**src/rtl/types_pkg.sv**
```systemverilog
// Shared display types: digit count, cathode byte type and scan FSM states.
package types_pkg;

  localparam int DIGITS = 8;

  typedef logic [7:0] byte_t;

  typedef enum logic [1:0] {
    S_BLANK,
    S_ON,
    S_OFF
  } scan_state_t;

endpackage

```
**src/rtl/seg_scan_ctrl_tick_counter.sv**
```systemverilog
// Free-running wrap counter: counts 0..MAX-1 and flags the last count.
module tick_counter #(
  parameter int MAX = 2
) (
  input  logic                                 clk,
  input  logic                                 rst,
  output logic [$clog2(MAX > 1 ? MAX : 2)-1:0] count,
  output logic                                 wrap
);

  localparam int W = $clog2(MAX > 1 ? MAX : 2);

  assign wrap = (count == W'(MAX - 1));

  // Count up every clock, returning to zero after the last value.
  always_ff @(posedge clk) begin
    if (rst) begin
      count <= '0;
    end else if (wrap) begin
      count <= '0;
    end else begin
      count <= count + 1'b1;
    end
  end

endmodule

```
**src/rtl/seg_scan_ctrl.sv**
```systemverilog
// Seven-segment scan controller: one digit per slot, with a dark blanking
// window at slot start, brightness PWM inside the slot and per-digit blinking.
module seg_scan_ctrl #(
  parameter int DIGITS       = types_pkg::DIGITS,
  parameter int CLK_HZ       = 100_000_000,
  parameter int REFRESH_HZ   = 1000,
  parameter int BLANK_CYCLES = 64,
  parameter int BLINK_CYCLES = 25_000_000
) (
  input  logic                      clk,
  input  logic                      rst,
  input  logic [DIGITS*8-1:0]       display,
  input  logic [DIGITS-1:0]         digit_en,
  input  logic [DIGITS-1:0]         blink_en,
  input  logic [3:0]                brightness,
  output logic [DIGITS-1:0]         anode,
  output logic [7:0]                cathode,
  output logic [$clog2(DIGITS)-1:0] cur_digit,
  output logic                      frame_start
);

  import types_pkg::*;

  localparam int SLOT_CYCLES = CLK_HZ / (REFRESH_HZ * DIGITS);
  localparam int STEP        = (SLOT_CYCLES - BLANK_CYCLES) / 15;
  localparam int CNT_W       = $clog2(SLOT_CYCLES > 1 ? SLOT_CYCLES : 2);
  localparam int BLINK_W     = $clog2(BLINK_CYCLES > 1 ? BLINK_CYCLES : 2);
  localparam int DIG_W       = $clog2(DIGITS);

  // A slot too short for 15 distinct on-times cannot express the brightness range.
  if (STEP < 1) begin : g_step_check
    $error("seg_scan_ctrl: slot too short for 15 brightness steps");
  end

  logic [CNT_W-1:0]   slot_cnt;
  logic               slot_wrap;
  logic [BLINK_W-1:0] blink_cnt_unused;
  logic               blink_wrap;
  logic               blink_phase;
  logic [DIG_W-1:0]   digit;
  scan_state_t        state;
  scan_state_t        state_next;
  byte_t              slot_byte;
  logic [3:0]         bright_lat;
  logic [31:0]        cnt_ext;
  logic [31:0]        on_last;
  logic               lit;
  logic [DIGITS-1:0]  anode_d;
  logic [7:0]         cathode_d;
  logic               frame_start_d;

  tick_counter #(.MAX(SLOT_CYCLES)) u_slot_counter (
    .clk   (clk),
    .rst   (rst),
    .count (slot_cnt),
    .wrap  (slot_wrap)
  );

  tick_counter #(.MAX(BLINK_CYCLES)) u_blink_counter (
    .clk   (clk),
    .rst   (rst),
    .count (blink_cnt_unused),
    .wrap  (blink_wrap)
  );

  assign cnt_ext = 32'(slot_cnt);
  assign on_last = 32'(BLANK_CYCLES) + 32'(bright_lat) * 32'(STEP) - 32'd1;
  assign lit     = (brightness != 4'd0) && digit_en[digit] &&
                   !(blink_en[digit] && blink_phase);

  // Scan state register; the slot always restarts in blanking.
  always_ff @(posedge clk) begin
    if (rst) begin
      state <= S_BLANK;
    end else begin
      state <= state_next;
    end
  end

  // Next-state decode plus the output values registered on the next edge.
  always_comb begin
    state_next    = state;
    anode_d       = '1;
    cathode_d     = cathode;
    frame_start_d = 1'b0;
    case (state)
      S_BLANK: begin
        if (cnt_ext == 32'(BLANK_CYCLES - 1)) begin
          state_next = lit ? S_ON : S_OFF;
        end
        frame_start_d = (slot_cnt == '0) && (digit == '0);
      end
      S_ON: begin
        if (cnt_ext == on_last) begin
          state_next = S_OFF;
        end
        anode_d   = ~(DIGITS'(1) << digit);
        cathode_d = slot_byte;
      end
      S_OFF: begin
        state_next = S_OFF;
      end
      default: begin
        state_next = S_BLANK;
      end
    endcase
    if (slot_wrap) begin
      state_next = S_BLANK;
    end
  end

  // Digit sequencing, blink phase, per-slot latches and registered outputs.
  always_ff @(posedge clk) begin
    if (rst) begin
      digit       <= '0;
      blink_phase <= 1'b0;
      slot_byte   <= 8'hFF;
      bright_lat  <= 4'd0;
      anode       <= '1;
      cathode     <= 8'hFF;
      cur_digit   <= '0;
      frame_start <= 1'b0;
    end else begin
      if (slot_wrap) begin
        digit <= (digit == DIG_W'(DIGITS - 1)) ? '0 : digit + 1'b1;
      end
      if (blink_wrap) begin
        blink_phase <= ~blink_phase;
      end
      if (state == S_BLANK && slot_cnt == '0) begin
        slot_byte <= display[32'(digit) * 8 +: 8];
      end
      if (state == S_BLANK && cnt_ext == 32'(BLANK_CYCLES - 1)) begin
        bright_lat <= brightness;
      end
      anode       <= anode_d;
      cathode     <= cathode_d;
      cur_digit   <= digit;
      frame_start <= frame_start_d;
    end
  end

endmodule

```
**config.mk**
```make
export PLATFORM = sky130hd
export DESIGN_NAME = seg_scan_ctrl
export DESIGN_NICKNAME = d
export VERILOG_FILES = /design/src/rtl/types_pkg.sv /design/src/rtl/seg_scan_ctrl_tick_counter.sv /design/src/rtl/seg_scan_ctrl.sv
export SDC_FILE = /design/constraint.sdc
export NUM_CORES = 1
export LEC_CHECK = 0
export CAP_MARGIN = 10
export CORE_UTILIZATION = 55
export DETAILED_ROUTE_END_ITERATION = 6
export DONT_BUFFER_PORTS = 1
export PLACE_DENSITY = 0.7
export SYNTH_ARGS = -nofsm -noshare
export SYNTH_HDL_FRONTEND = slang
export SYNTH_SLANG_ARGS = --single-unit
```
**constraint.sdc**
```tcl
create_clock -name clk -period 4.7 [get_ports clk]
set_input_delay 0.94 -clock clk [delete_from_list [all_inputs] [get_ports clk]]
set_output_delay 0.94 -clock clk [all_outputs]
set_load 0.005 [all_outputs]
```
# == After elaboration in Yosys (flattened, before gate mapping) ==
# Index checks and enable logic that the tools add are counted.
# word_totals
ff_bits,77
in_bits,86
output_inout_bits,20
word_cells,58
# op_classes
addsub,5
mul,1
magnitude_cmp,1
eq_ne,9
shift,2
muxes,9
bitwise,4
reduce_logical,16
# op_table
op,n
64-bit by 7-bit indexed part select with 8-bit output,1
14-bit by 32-bit == test with 1-bit output,1
25-bit by 1-bit adder with 25-bit output (second input constant),1
25-bit == test (second input constant),1
15-bit by 1-bit subtractor with 16-bit output (second input constant),1
7-bit by 14-bit adder with 15-bit output (first input constant),1
14-bit by 1-bit adder with 14-bit output (second input constant),1
14-bit == test (second input constant),1
14-bit by 6-bit == test with 1-bit output (second input constant),1
14-bit zero test,1
4-bit by 10-bit multiplier with 14-bit output (second input constant),1
8-bit inverter,1
2-bit OR reduction,4
1-bit by 3-bit << shifter with 8-bit output (first input constant),1
1-bit binary-select mux with 3-bit select,2
1-bit logical AND,6
2-bit two-way mux,3
2-bit case mux with 3 select lines,1
3-bit by 4-bit less-than comparator with 1-bit output (second input constant),1
2-bit inequality test (second input constant),2
4-bit nonzero test,1
3-bit by 1-bit adder with 3-bit output (second input constant),1
3-bit == test (second input constant),1
3-bit zero test,1
other kinds (8),11

# == Longest topological paths before layout ==
# depth
word_depth,8
ltp_mapped,13
mapped_depth_nobuf,13

# == By module ==
# From an unflattened synthesis, not the netlist that was laid out.
# hier_totals
hier_cells,554
area_unflattened_um2,5157.4
# modules_own_cells
mod,n_inst,cells_each,area_per_inst_um2,seq_area_each_um2
seg_scan_ctrl,1,343,3284.4,760.7
tick_counter (u_blink_counter),1,138,1223.7,500.5
tick_counter (u_slot_counter),1,73,649.4,280.3

# == Worst setup path after synthesis ==
# OpenSTA, ideal clock, no wires.
# synth_timing
kind,register to register
from,register bright_lat[2]
to,register state[0]
setup_ps,117
arrival_ps,3498
required_ps,4583
setup_slack_ps,1085
stages_incl_launch_ff,14
path_buffers,0
period_less_slack_ps,3615
cell_sequence,dfxtp_1 -> inv_1 -> ha_1 -> xnor2_1 -> xnor2_1 -> fa_1 -> ha_1 -> a21o_1 -> a21oi_2 -> nand2_1 -> a311o_1 -> and4_1 -> a31o_1 -> a32o_1
# synth_between
elab_chain_len,6
# synth_lines
element,line_no,rtl
start: declaration,seg_scan_ctrl.sv:44,logic [3:0] bright_lat;
start signal: assignment,seg_scan_ctrl.sv:134,bright_lat <= brightness;
4-bit by 10-bit multiplier with 14-bit output,seg_scan_ctrl.sv:67,assign on_last = 32'(BLANK_CYCLES) + 32'(bright_lat) * 32'(STEP) - 32'd1;
7-bit by 14-bit adder with 15-bit output,seg_scan_ctrl.sv:67,
15-bit by 1-bit subtractor with 16-bit output,seg_scan_ctrl.sv:67,
14-bit by 32-bit == test with 1-bit output,seg_scan_ctrl.sv:94,if (cnt_ext == on_last) begin
2-bit inequality test (no line),-,
2-bit AND reduction (no line),-,
end signal: assignment,seg_scan_ctrl.sv:76,state <= state_next;
end: declaration,seg_scan_ctrl.sv:41,scan_state_t state;
# Every way passes these cells.
# A chain may end at the register's enable or synchronous reset.

# == Final worst setup path ==
# Ends and elaborated chain as after synthesis.

==> metrics.yaml <==
finish:
  final_util: 0.5940
  antenna_cells: 0
  fillCellCount: 765
  layout_common_cells: "nor2_1, dfxtp_1, nand2_1"
  fin_nets: 663
  area_growth_pct: 4.943
  drive_above_1_share: 0.09159
cts:
  clockRootBuffer: "clkbuf_8"
  htree_levels: 3
  cts_made_buffers: 9
  cts_setup_buffers: 0
  cts_resized: 0
  clk_pin_slew_worst_paths_ns: 0.09
  clk_latency_ns: 0.35
  cts_max_path_buffers: 2
  holdBufCountCts: 0
  clock-sinks: 77
  cts_tree: "done"
worst_setup_path:
  critPathRequiredTime_ns: 4.95
  crit_path_max_fanout: 8
  start_kind: "flip-flop"
  critPathCaptureType: "flip-flop"
  reg2reg_from: "bright_lat[2]"
  setup.worst_path.start: "bright_lat[2]"
  reg2reg_to: "state[0]"
  r2r_setup_slack_ns: 0.73
  r2r_cells: 13
  critPathKind: "reg -> reg"
  critPathArrivalTime_ns: 4.21
synth:
  synthMuxAreaShare: 0.1095
  post_synth_num_cell_types: 53
  synth_top_area_share: 0.3123
  synth_top_area_cell: "dfxtp_1"
  synth_xor_area_frac: 0.09759
  ys_ff_latch: 77
  ys_warn_count: 0
  synth_area_per_cell_um2: 9.158
  synth_sequential_area_ratio: 0.3123
  synth-async-reset-ratio: 0
  synth_compound_area_frac: 0.09582
  synthSimpleGateAreaFrac: 0.2127
  netlist_instances: 539
  synth_top_family_by_area: "simple AND/OR/NAND/NOR gates"
  synth_fa_ha_area_frac: 0.1298
  synth_area_leaders: "dfxtp_1, ha_1, mux4_2"
  syn_nets: 672
  syn_area_um2: 4936
  ys.flop_type: "dfxtp_1"
  synth-edff-count: 0
timing:
  setup_viol: 0
  rsz0062_at_grt: "false"
  maxClockFrequency_mhz: 252.2
  period_share: 0.8438
  period_needed_ns: 3.966
  setup_tns_ns: 0
  slew_headroom: 0.3171
  worst_pin_slew_ns: 1.023
  finClkSkew_ns: 0.01090
  slew_viol_final: 0
  hold_viol: 0
placed_design:
  hpwl_um: 8859
  port_buffers: 0
  place.gp.congestion: 0.8784
pwr:
  pwr_density_cell_nw_per_um2: 242.4
  ir_worst_vdd_v: 0.0001289
  leakage_nw: 2.059
grt:
  grt_pass1_vias: 3930
  grt_use_met2: 0.4301
  use_met3: 0.04480
  grt-ovfl-total: 0
  grt_pass1_wl_um: 18480
  use_met1: 0.3068
  gr-usage-all-layers: 0.2455
  antenna_found_initial: 1
  grt_max_degree: 36
  top_usage_layer: "met2"
detailed_routing:
  vias: 3842
  firstDrtPassIters: 4
  ant_nets: 0
  drc_errors: 0
  viasPerCell: 5.975
  drt_iter0_drc: 213
  route.detailed.wl_per_inst_um: 17.36
  wl_um: 11160
min_path:
  hold_path_depth: 1
  hp-class: "reg -> reg"
  holdPathEnd: "slot_byte[4]"
  hp-start: "slot_byte[4]"
die:
  start_util: 0.5660
  die-area_um2: 9358
  fp-row-count: 34
  die_x_um: 96.74
  die_height_um: 96.74
  pin_count: 106
  coreArea_um2: 8721
run_status:
  status: "complete, no violations"
job:
  max-cap-violations: 0
logic make-up (layout without fill, tap and decap cells):
family,count (synthesis),count (layout)
xor gates and xnor gates,55,55
muxes,29,29
and+or+nand+nor,217,217
buffers and inverters,49,45
adders and majority gates,47,47
DFF,77,77
AOI/OAI and AO/OA,65,65
routing by layer:
layer | wire [um] | share of wire
met3 | 666 | 0.060
met2 | 5411 | 0.48
met1 | 4891 | 0.44
met4 | 178 | 0.016
met5 | 13 | 0.0012
area by class of cell:
type / count / area (um2) / share of cell area
multi-input cells: 413 / 3186 / 0.6150
flip-flops and latches: 77 / 1541 / 0.2976
well taps: 108 / 135.1 / 0.02609
clock buffers: 9 / 123.9 / 0.02391
inverters: 28 / 105.1 / 0.02029
clock inverters: 7 / 81.33 / 0.01570
repair buffers: 1 / 7.507 / 0.001449
metrics by stage:
stage,cells,setup WS (ns),area (um2),hold slack [ns],power (W)
2_1_floorplan,539,1.085,4936,0.4259,0.0007424
3_3_place_gp,627,0.8942,4975,0.4384,0.0007469
3_5_place_dp,627,0.7891,4975,0.4424,0.0007494
4_1_cts,643,0.7723,5180,0.4626,0.001267
5_1_grt,643,0.5223,5180,0.4784,0.001300
6_report,643,0.7342,5180,0.4607,0.001256
synthesized netlist by cell type, types with 9 or more instances:
master,instances
nand2_1,47
nand4_1,10
xnor2_1,25
nand3_1,22
mux2i_1,9
and2_1,11
nor2_1,77
ha_1,40
clkbuf_1,10
a211o_1,16
xor2_1,30
and3_1,13
dfxtp_1,77
mux4_2,20
a21oi_1,16
inv_1,28
worst max path at each step:
| stage | endpoint | slack (ns) | cells after the start |
|---|---|---|---|
| floorplan | state[0] | 1.08 | 13 |
| global placement | state[0] | 0.89 | 13 |
| detailed placement | state[0] | 0.79 | 13 |
| CTS | state[0] | 0.77 | 13 |
| global route | state[1] | 0.52 | 13 |
| finish | state[0] | 0.73 | 13 |
critical path, cell delays in order, from the launching register on:
cell and delay (ns):
dfxtp_1 0.55, inv_1 0.25, ha_1 0.40, xnor2_1 0.16
xnor2_1 0.21, fa_1 0.45, ha_1 0.36, a21o_1 0.21
a21oi_2 0.21, nand2_1 0.13, xnor2_1 0.16, nor4_2 0.33
a31oi_1 0.19, a32o_1 0.27
power by group:
| group | switching (W) | total (W) | leakage [nW] | internal, W |
|---|---|---|---|---|
| registers | 0.0000107 | 0.000677 | 0.625 | 0.000666 |
| logic | 0.0000279 | 0.0000572 | 1.33 | 0.0000293 |
| clock network | 0.000267 | 0.000522 | 0.107 | 0.000255 |
sequential cells by signal, indices dropped and copies added (netlist names):
name,cells
anode,8
blink_phase,1
bright_lat,4
cathode,8
cur_digit,3
digit,3
frame_start,1
slot_byte,8
state,2
u_blink_counter.count,25
u_slot_counter.count,14
No activity file was read; power rests on OpenSTA's default activity.
==> RTL edit, RTL diff (config.mk and constraints unchanged) <==
The package constant `DIGITS` goes from 8 to 16.
--- a/src/rtl/types_pkg.sv
+++ b/src/rtl/types_pkg.sv
@@ -1,7 +1,7 @@
 // Shared display types: digit count, cathode byte type and scan FSM states.
 package types_pkg;
 
-  localparam int DIGITS = 8;
+  localparam int DIGITS = 16;
 
   typedef logic [7:0] byte_t;
 
Ports: changed (5 resized); port bits go from 106 to 195. The function was not compared with the original's and may differ.
==> RTL edit against the original RTL <==
Synthesized area increased by 14%; first-iteration DRC count grew 8.5%; sequential cell count up 9; cell count increased by 6.5%; routed wire length increased by 28%; final area increased by 14%; total power up 7.9%; sequential power increased by 11%; setup slack better by 36 ps.
==> RTL edit: results (changes against the original RTL) <==
- Status: completed
- Detailed-route via count: 4377 (+14%)
- Vias in the first global route: 4085 (+3.9%)
- CP max stage cell: nor4b_2
- Share of cells above drive strength 1: 15.6% (+6.4 points)
- Final Non-Filler Cells: 685 (+6.5%)
- Setup slack at placement: 834 ps (+45.1 ps)
- RD Place Congestion: 1.08 (+23%)
- Hold path start: slot_byte[7]$_SDFFE_PP1P_
- Dpl cells: 663 (+5.7%)
- Register area share after synthesis: 30.5% (-0.75 points)
- Drt wl/cell: 20.9 microns (+21%)
- Nets: 740 (+12%)
- Maximum vdd ir drop: 0.000133 V (+3.1%)
- CTS clk-pin slew, worst paths: 110 ps (+20 ps)
- Initial detailed-routing violation count: 231 (+8.5%)
- GR Util met3: 11.6% (+7.1 points)
- Worst Hold Path EP: cathode[7]$_SDFFE_PP1N_
- R2R depth: 11 (-2)
- R2r setup slk: 770 ps (+40 ps)
- Relative slew slack: 41.4% (+9.7 points)
- Ranking of synthesized cells by area: dfxtp_1, mux4_2, ha_1
- Syn avg cell area: 10.1 sq um (+11%)
- GRT Total Usage: 28.4% (+3.9 points)
- Initial antenna violation count: 11 (+10)
- Hold slack: 467 ps (+6.05 ps)
- Leakage: 2.10 nW (+2.1%)
- Post-Syn Nets: 757 (+13%)
- Initial DRT Pass Iterations: 5 (+1)
- Largest registers: u_blink_counter.count x25, anode x16, u_slot_counter.count x13
- Fillers: 833 (+8.9%)
- Commonest cells post-synth: dfxtp_1, nor2_1, mux4_2
- Fmax: 254 MHz (+0.92%)
- DP HPWL: 11.6 mm (+31%)
- Largest net degree at the start of global routing: 46 (+28%)
RTL edit: cell types whose count changed in the layout (fill, tap and decap cells not counted), sizes merged, moves of 6 or more:
cell / before / now
inv: 32 / 20
nor2b: 5 / 24
nand2: 47 / 29
and3: 13 / 7
or4: 0 / 6
ha: 40 / 30
diode: 0 / 6
a21oi: 17 / 9
nand3: 22 / 28
nor2: 77 / 65
mux4: 20 / 50
dfxtp: 77 / 86
RTL edit: final cells by class:
| cell class | instances | area, sq um | area share [%] |
|---|---|---|---|
| Timing Repair Buffer | 3 | 22.5 | 0.380 |
| Clock buffer | 9 | 124 | 2.09 |
| Inverter | 16 | 60.1 | 1.01 |
| Sequential cell | 86 | 1720 | 29.1 |
| Clock inverter | 7 | 72.6 | 1.22 |
| Multi-Input combinational cell | 425 | 3740 | 63.1 |
| Tap cell | 133 | 166 | 2.81 |
| Antenna cell | 6 | 15.0 | 0.253 |
RTL edit: cell families after synthesis:
logic type / synth area share (%)
DFF: 30.5
adders and majority gates: 7.71
xor gates and xnor gates: 7.71
muxes: 21.6
AOI/OAI and AO/OA: 9.22
and+or+nand+nor: 20.1
buffers and inverters: 3.26
RTL edit: metal layers:
metal	vias to the layer above	share of wire [%]
met4	10	1.3
li1	2041	-
met5	-	0.45
met1	2071	44
met3	29	11
met2	226	43
RTL edit: power by group through the flow:
stage	clock network (mW)	logic (mW)	registers, mW
4_1_cts	0.530	0.0852	0.753
6_report	0.516	0.0853	0.754
5_1_grt	0.563	0.0927	0.755
3_3_place_gp	0	0.0826	0.770
2_1_floorplan	0	0.0734	0.766
3_5_place_dp	0	0.0848	0.770
